### src/rtl/ibex_obi_arbiter.sv
// N-port Ibex/OBI requester arbiter onto a single device port, routing in-order responses back
// to the issuing port. Define COCOTB_IBEX_ARB_RR_EN for round-robin; default is fixed priority.
module ibex_obi_arbiter #(
  parameter int NumPorts       = 2,
  parameter int AddrWidth      = 32,
  parameter int DataWidth      = 32,
  parameter int MaxOutstanding = 4,
  localparam int BeW  = DataWidth / 8,
  localparam int IdxW = (NumPorts > 1) ? $clog2(NumPorts) : 1,
  localparam int CntW = $clog2(MaxOutstanding + 1)
) (
  input  logic                          clk_i,
  input  logic                          rst_ni,
  input  logic [NumPorts-1:0]           host_req_i,
  output logic [NumPorts-1:0]           host_gnt_o,
  output logic [NumPorts-1:0]           host_rvalid_o,
  input  logic [NumPorts-1:0]           host_we_i,
  input  logic [NumPorts*BeW-1:0]       host_be_i,
  input  logic [NumPorts*AddrWidth-1:0] host_addr_i,
  input  logic [NumPorts*DataWidth-1:0] host_wdata_i,
  output logic [DataWidth-1:0]          host_rdata_o,
  output logic                          dev_req_o,
  input  logic                          dev_gnt_i,
  input  logic                          dev_rvalid_i,
  output logic                          dev_we_o,
  output logic [BeW-1:0]                dev_be_o,
  output logic [AddrWidth-1:0]          dev_addr_o,
  output logic [DataWidth-1:0]          dev_wdata_o,
  input  logic [DataWidth-1:0]          dev_rdata_i,
  output logic [CntW-1:0]               outstanding_o,
  output logic                          err_o
);
  localparam int FpW = (MaxOutstanding > 1) ? $clog2(MaxOutstanding) : 1;

  logic [IdxW-1:0] fifo_q [MaxOutstanding];
  logic [FpW-1:0]  wr_ptr_q, wr_ptr_d, rd_ptr_q, rd_ptr_d;
  logic [CntW-1:0] cnt_q, cnt_d;
  logic            lock_q, lock_d;
  logic [IdxW-1:0] lock_idx_q, lock_idx_d;
  logic            err_q, err_d;
  logic [IdxW-1:0] arb_idx, sel;
  logic            arb_found, full, empty, push, pop;

  function automatic logic [FpW-1:0] fifo_inc(input logic [FpW-1:0] p);
    return (p == FpW'(MaxOutstanding - 1)) ? '0 : p + 1'b1;
  endfunction

  assign full  = (cnt_q == CntW'(MaxOutstanding));
  assign empty = (cnt_q == '0);

`ifdef COCOTB_IBEX_ARB_RR_EN
  logic [IdxW-1:0]     rr_ptr_q, rr_ptr_d;
  logic [NumPorts-1:0] req_rot;
  logic [IdxW:0]       rr_k;

  // Rotate requests so bit 0 is the port the pointer names; first set bit wins.
  always_comb begin
    req_rot   = NumPorts'({host_req_i, host_req_i} >> rr_ptr_q);
    arb_idx   = '0;
    arb_found = 1'b0;
    rr_k      = '0;
    for (int i = 0; i < NumPorts; i++) begin
      rr_k = {1'b0, rr_ptr_q} + (IdxW+1)'(i);
      if (rr_k >= (IdxW+1)'(NumPorts)) rr_k = rr_k - (IdxW+1)'(NumPorts);
      if (!arb_found && req_rot[i]) begin
        arb_found = 1'b1;
        arb_idx   = rr_k[IdxW-1:0];
      end
    end
  end

  always_comb begin
    rr_ptr_d = rr_ptr_q;
    if (push) rr_ptr_d = (sel == IdxW'(NumPorts - 1)) ? '0 : sel + 1'b1;
  end

  always_ff @(posedge clk_i or negedge rst_ni) begin
    if (!rst_ni) rr_ptr_q <= '0;
    else         rr_ptr_q <= rr_ptr_d;
  end
`else
  always_comb begin
    arb_idx   = '0;
    arb_found = 1'b0;
    for (int i = 0; i < NumPorts; i++) begin
      if (!arb_found && host_req_i[i]) begin
        arb_found = 1'b1;
        arb_idx   = IdxW'(i);
      end
    end
  end
`endif

  // A stalled request keeps the device port until it is granted.
  assign sel       = lock_q ? lock_idx_q : arb_idx;
  assign dev_req_o = (|host_req_i) & ~full;
  assign push      = dev_req_o & dev_gnt_i;
  assign pop       = dev_rvalid_i & ~empty;

  always_comb begin
    host_gnt_o    = '0;
    host_rvalid_o = '0;
    dev_we_o      = 1'b0;
    dev_be_o      = '0;
    dev_addr_o    = '0;
    dev_wdata_o   = '0;
    if (dev_req_o) begin
      dev_we_o        = host_we_i[sel];
      dev_be_o        = host_be_i[int'(sel)*BeW +: BeW];
      dev_addr_o      = host_addr_i[int'(sel)*AddrWidth +: AddrWidth];
      dev_wdata_o     = host_wdata_i[int'(sel)*DataWidth +: DataWidth];
      host_gnt_o[sel] = dev_gnt_i;
    end
    if (pop) host_rvalid_o[fifo_q[rd_ptr_q]] = 1'b1;
    host_rdata_o = dev_rvalid_i ? dev_rdata_i : '0;
  end

  always_comb begin
    wr_ptr_d   = push ? fifo_inc(wr_ptr_q) : wr_ptr_q;
    rd_ptr_d   = pop ? fifo_inc(rd_ptr_q) : rd_ptr_q;
    cnt_d      = cnt_q + CntW'(push) - CntW'(pop);
    err_d      = err_q | (dev_rvalid_i & empty);
    lock_d     = lock_q;
    lock_idx_d = lock_idx_q;
    if (dev_req_o && !dev_gnt_i) begin
      lock_d     = 1'b1;
      lock_idx_d = sel;
    end else if (dev_gnt_i) begin
      lock_d     = 1'b0;
    end
  end

  always_ff @(posedge clk_i or negedge rst_ni) begin
    if (!rst_ni) begin
      wr_ptr_q   <= '0;
      rd_ptr_q   <= '0;
      cnt_q      <= '0;
      lock_q     <= 1'b0;
      lock_idx_q <= '0;
      err_q      <= 1'b0;
      for (int i = 0; i < MaxOutstanding; i++) fifo_q[i] <= '0;
    end else begin
      wr_ptr_q   <= wr_ptr_d;
      rd_ptr_q   <= rd_ptr_d;
      cnt_q      <= cnt_d;
      lock_q     <= lock_d;
      lock_idx_q <= lock_idx_d;
      err_q      <= err_d;
      if (push) fifo_q[wr_ptr_q] <= sel;
    end
  end

  assign outstanding_o = cnt_q;
  assign err_o         = err_q;

endmodule
### config.mk
export PLATFORM = sky130hd
export DESIGN_NAME = ibex_obi_arbiter
export DESIGN_NICKNAME = d
export VERILOG_FILES = /design/src/rtl/ibex_obi_arbiter.sv
export SDC_FILE = /design/constraint.sdc
export NUM_CORES = 1
export LEC_CHECK = 0
export CAP_MARGIN = 10
export CORE_AREA = 5 5 107 109
export DETAILED_ROUTE_END_ITERATION = 7
export DIE_AREA = 0 0 112 114
export PLACE_DENSITY_LB_ADDON = 0.3
export SYNTH_ARGS = -nofsm -noshare
export SYNTH_HDL_FRONTEND = slang
export SYNTH_SLANG_ARGS = --single-unit
### constraint.sdc
create_clock -name clk_i -period 5 [get_ports clk_i]
set_clock_uncertainty 0.2 [all_clocks]
set_input_delay 1 -clock clk_i [delete_from_list [all_inputs] [get_ports clk_i]]
set_output_delay 1 -clock clk_i [all_outputs]
set_load 0.005 [all_outputs]
* Word level (Yosys, flattened, before mapping)
Cells that the tools add are included.
Word-level totals: bits in latches 0, output and inout port bits 110, word-level logic and storage cells 73, flip-flop bits (word level) 14, input port bits 176, bits in read-only memories 0, memory bits (writable) 0, memories 0
Cells by class: divide/modulo/power cells 0, multiplexer cells 26, reductions and logical operators 10, magnitude comparators 7, shift-type cells 3, add/subtract/negate cells 4, equal/unequal tests 3, multiply operators 0, bitwise logic cells 10
Operators by type and width (count):
- variable part select 64 x 7 -> 32 bit | 2
- two-way mux 32 bit | 3
- two-way mux 1 bit | 13
- two-way mux 2 bit | 4
- variable part select 8 x 4 -> 4 bit | 1
- >= comparator 3 bit, second input constant | 2
- inverter 2 -> 3 bit | 2
- logical AND 1 bit | 5
- adder 2 x 1 -> 2 bit, second input constant | 2
- AND 1 bit | 4
- bitwise mux 4 bit | 1
- == test 2 bit, second input constant | 2
- < comparator 1 x 2 -> 1 bit, second input constant | 2
- two-way mux 4 bit | 1
- adder 3 x 1 -> 3 bit | 1
- == test 3 bit, second input constant | 1
- zero test 3 bit | 1
- < comparator 3 x 1 -> 1 bit, second input constant | 1
- subtractor 3 x 1 -> 3 bit | 1
- AND 2 bit | 1
- binary-select mux 1 bit (select 2 bit) | 1
- demux 1 bit (select 1 bit) | 2
- demux 1 bit (select 2 bit) | 1
- >= comparator 1 bit, second input constant | 2
- 5 further kinds | 7

* Longest topological paths before layout
depth after elaboration 11, mapped depth 9, gate-level depth less buffers 9

* Worst setup path before layout
No wires, ideal clock.
path kind in2out, start in host_req_i[0], end out dev_addr_o[10], path slack 1936 ps, arrival time 1864 ps, stages on the path 5, data required time 3800 ps, buffers on the path 2, cell sequence or3b_1 > buf_4 > clkbuf_1 > nand3_1 > a21oi_1
Between the ends: longest elaborated chain between the ends 7, elaborated cells between the ends (all ways) 9, those cells by class 1 x shift; 4 x mux; 1 x bitwise; 3 x reduce/logical
RTL lines:
- start: declaration | RTL line 14 | input logic [NumPorts-1:0] host_req_i,
- two-way mux 1 bit | RTL line 86 | if (!arb_found && host_req_i[i]) begin
- zero test 1 bit | RTL line 86
- logical AND 1 bit | RTL line 86
- two-way mux 1 bit | RTL line 86
- two-way mux 1 bit | RTL line 95 | assign sel = lock_q ? lock_idx_q : arb_idx;
- variable part select 64 x 7 -> 32 bit | RTL line 110 | dev_addr_o = host_addr_i[int'(sel)*AddrWidth +: AddrWidth];
- two-way mux 32 bit * | RTL line 107 | if (dev_req_o) begin
- end: declaration | RTL line 27 | output logic [AddrWidth-1:0] dev_addr_o,
Every way passes the cells marked *; elsewhere a longest branch is shown, timed or not.

* Worst setup path after layout
start in host_req_i[0], end out dev_wdata_o[18]
Between the ends: longest elaborated chain between the ends 7, elaborated cells between the ends (all ways) 9, those cells by class 1 x shift; 4 x mux; 1 x bitwise; 3 x reduce/logical
RTL lines:
- two-way mux 1 bit | RTL line 86
- zero test 1 bit | RTL line 86
- logical AND 1 bit | RTL line 86
- two-way mux 1 bit | RTL line 86
- two-way mux 1 bit | RTL line 95
- variable part select 64 x 7 -> 32 bit | RTL line 111 | dev_wdata_o = host_wdata_i[int'(sel)*DataWidth +: DataWidth];
- two-way mux 32 bit * | RTL line 107
- end: declaration | RTL line 28 | output logic [DataWidth-1:0] dev_wdata_o,
Marks and branches as above.

==> run metrics <==
RD Place Congestion just under 0.9; Final ANT Viol Nets 0; die extent in x approximately 110 um; ant diodes 0; CTS tree built; Clock power frac 7.6%; crit-path max FO 39; initial core utilization between 20% and 30%; worst skew pair latency 0.24 ns; Peak VDD IR 0.256 mV; final hold violations 0; fin nets 790; total track usage 18.5%; Vias/cell 4.81; setup TNS 0 ns; Distinct cells, synth 28; mux share of post-synthesis cell area 4.52%; final setup margin ~0.6 ns; endpoint class of the critical path output port; Rel. slew slack 24.2%; row cnt 38; placed cell areas 5140 um2; clock root buffer master clkbuf_8; simple logic cell fraction of the synthesized area 30.8%; core area 10500 um2; xor-xnor portion of the synthesized cell area 0.782%; final hold slack 0.272 ns; Cells after DPL 741; dpl ws around 0.60 ns; Slew Viols, Final 0; Worst Hold Launch err_o; syn nets 533; CP arrival between 3 and 4 ns; Hold Path Class flop to flop; fmax between 0.2 and 0.25 GHz; crit path time final between 4 and 5 ns; # hold bufs at CTS 0; Clock Path Buffers 2; post-CTS sizing 0; Final Setup Violations 0; cells after synthesis 349; Worst-Margin Slew 1.14 ns; IO Count 286; Comb pwr share 76.6%; H-tree Lvls 1; compound-gate portion of the synthesized area 32.9%; post-synth top area share 15.6%; commonest cells after routing, fill and taps aside clkdlybuf4s50_1, a21oi_1, nand3_1; clk sink count 14; Worst Path Required 3.80 ns; switch share 37.6%; GRT overflow 0; commonest non-fill, non-tap cell in the layout clkdlybuf4s50_1; max_cap viols 0; register bit total from synthesis 14; area delta synth->final 132%; TritonRoute pass-1 iters 5; Cell Count, Final, Fillers Out 745; Pint 0.000886 W; initial antenna violation count 0; combinational family with the most area after synthesis compound AO/OA/AOI/OAI gates; total DRC errors in the routed layout 0; Mean Syn Cell Area about 6.4 um2; total number of vias 3587; number of global-route vias before repair 3634; setup slack, reg-to-reg about 2.3 ns; Post-Syn Area 2240 um2; count of input and output buffers 285; Tcrit/Tclk final 87.8%; critical path class input pin to output port; Routed Wire Length 12900 um; sequential share of power 15.8%; status finished clean; area leader, netlist a21oi_1; Final HPWL DP 10200 um; RSZ-0062 raised after global routing no; initial DRC count 290; top post-synthesis cells by area a21oi_1, dfrtp_1, nand3_1; die area 12800 um2; Final Cell Area 5200 um2; total CTS buffers 3; Static Leakage 2.00 nW; Switch Pwr ~0.00053 W; largest net degree at the start of global routing 71; Worst Setup Start Kind input pin; area share of fa/ha/maj cells after synthesis 4.80%; Post-CTS Setup Bufs 0; layout cells sized above 1 between 4 and 5%; power per cell area 273 nW/um2; Crit Reg-Reg Startpoint outstanding_o[0]; Syn. warnings 0; Die Y 114 um; drt wl/cell 17.4 um; sequential-to-total area share from yosys stat 15.6%; first-pass GRT wire length 19600 um; Clk pin slew, worst setup/hold paths 0.06 ns; beginning of the critical path host_req_i[0]
worst max-delay path: stages:
cell and delay [ns]:
clkdlybuf4s50_1 0.57, nor2_1 0.08, or2_2 0.55, buf_12 0.28, a21oi_1 0.16, clkdlybuf4s50_1 0.52
per-stage QoR:
step | utilization, % | total power [W]
floorplan | - | 0.000695
finish | 49.5 | 0.00142
global placement | 49.0 | 0.00130
global route | 49.5 | 0.00155
CTS | 49.5 | 0.00144
detailed placement | 49.0 | 0.00132
final timing paths:
kind                                    end  cells past startpoint
max reg2reg                outstanding_o[2]                      8
max                         dev_wdata_o[18]                      6
min reg2reg                           err_o                      1
min in group asynchronous       rd_ptr_q[0]                      1
min                                   err_o                      1
max in group asynchronous       rd_ptr_q[1]                      1
state kept, by name (all words and copies together), names as in the netlist:
| signal | count |
|---|---|
| err_o | 1 |
| lock_q | 1 |
| outstanding_o | 3 |
| fifo_q | 4 |
| rd_ptr_q | 2 |
| wr_ptr_q | 2 |
| lock_idx_q | 1 |
cells in the mapped netlist, drive strengths merged:
cell,number
nand2,2
mux4,1
dfrtp,14
or3b,1
o21ai,70
clkbuf,28
and2b,1
buf,13
and2,33
inv,9
ha,7
mux2,7
nor3,4
or2,1
xnor2,2
nor2,5
a21o,2
fa,1
nand3,69
o31ai,3
a21oi,70
nor3b,6
final cells by class:
cell class                      count  area (um2)
Timing Repair Buffer              293        2930
Multi-Input combinational cell    285        1660
Inverter                            9        33.8
Tap cell                          140         175
Sequential cell                    14         350
Clock buffer                        4        55.1
Fill cell                        1041        5310
power by group through the flow:
stage / Combinational, W / Clock [W] / Sequential, W
2_1_floorplan: 0.000482 / 0 / 0.000213
3_3_place_gp: 0.00108 / 0 / 0.000222
3_5_place_dp: 0.00110 / 0 / 0.000227
4_1_cts: 0.00110 / 0.000112 / 0.000224
5_1_grt: 0.00119 / 0.000117 / 0.000234
6_report: 0.00109 / 0.000108 / 0.000224
cell families (layout without fill, tap and decap cells):
kind of cell | Yosys count | after routing
fa+ha+maj | 8 | 8
mux | 8 | 8
flops | 14 | 14
xor+xnor | 2 | 2
compound gates | 145 | 145
simple gates | 122 | 122
buf+inv | 50 | 306
per-layer routing:
metal | GRT usage (%) | part of all wire (%) | wire length [um]
met1 | 22.6 | 41 | 5270
met4 | 3.29 | 1.1 | 138
met2 | 34.0 | 51 | 6580
met3 | 3.71 | 7.4 | 959
met5 | 0 | 0 | 0
Power figures use the tool's default switching activity.
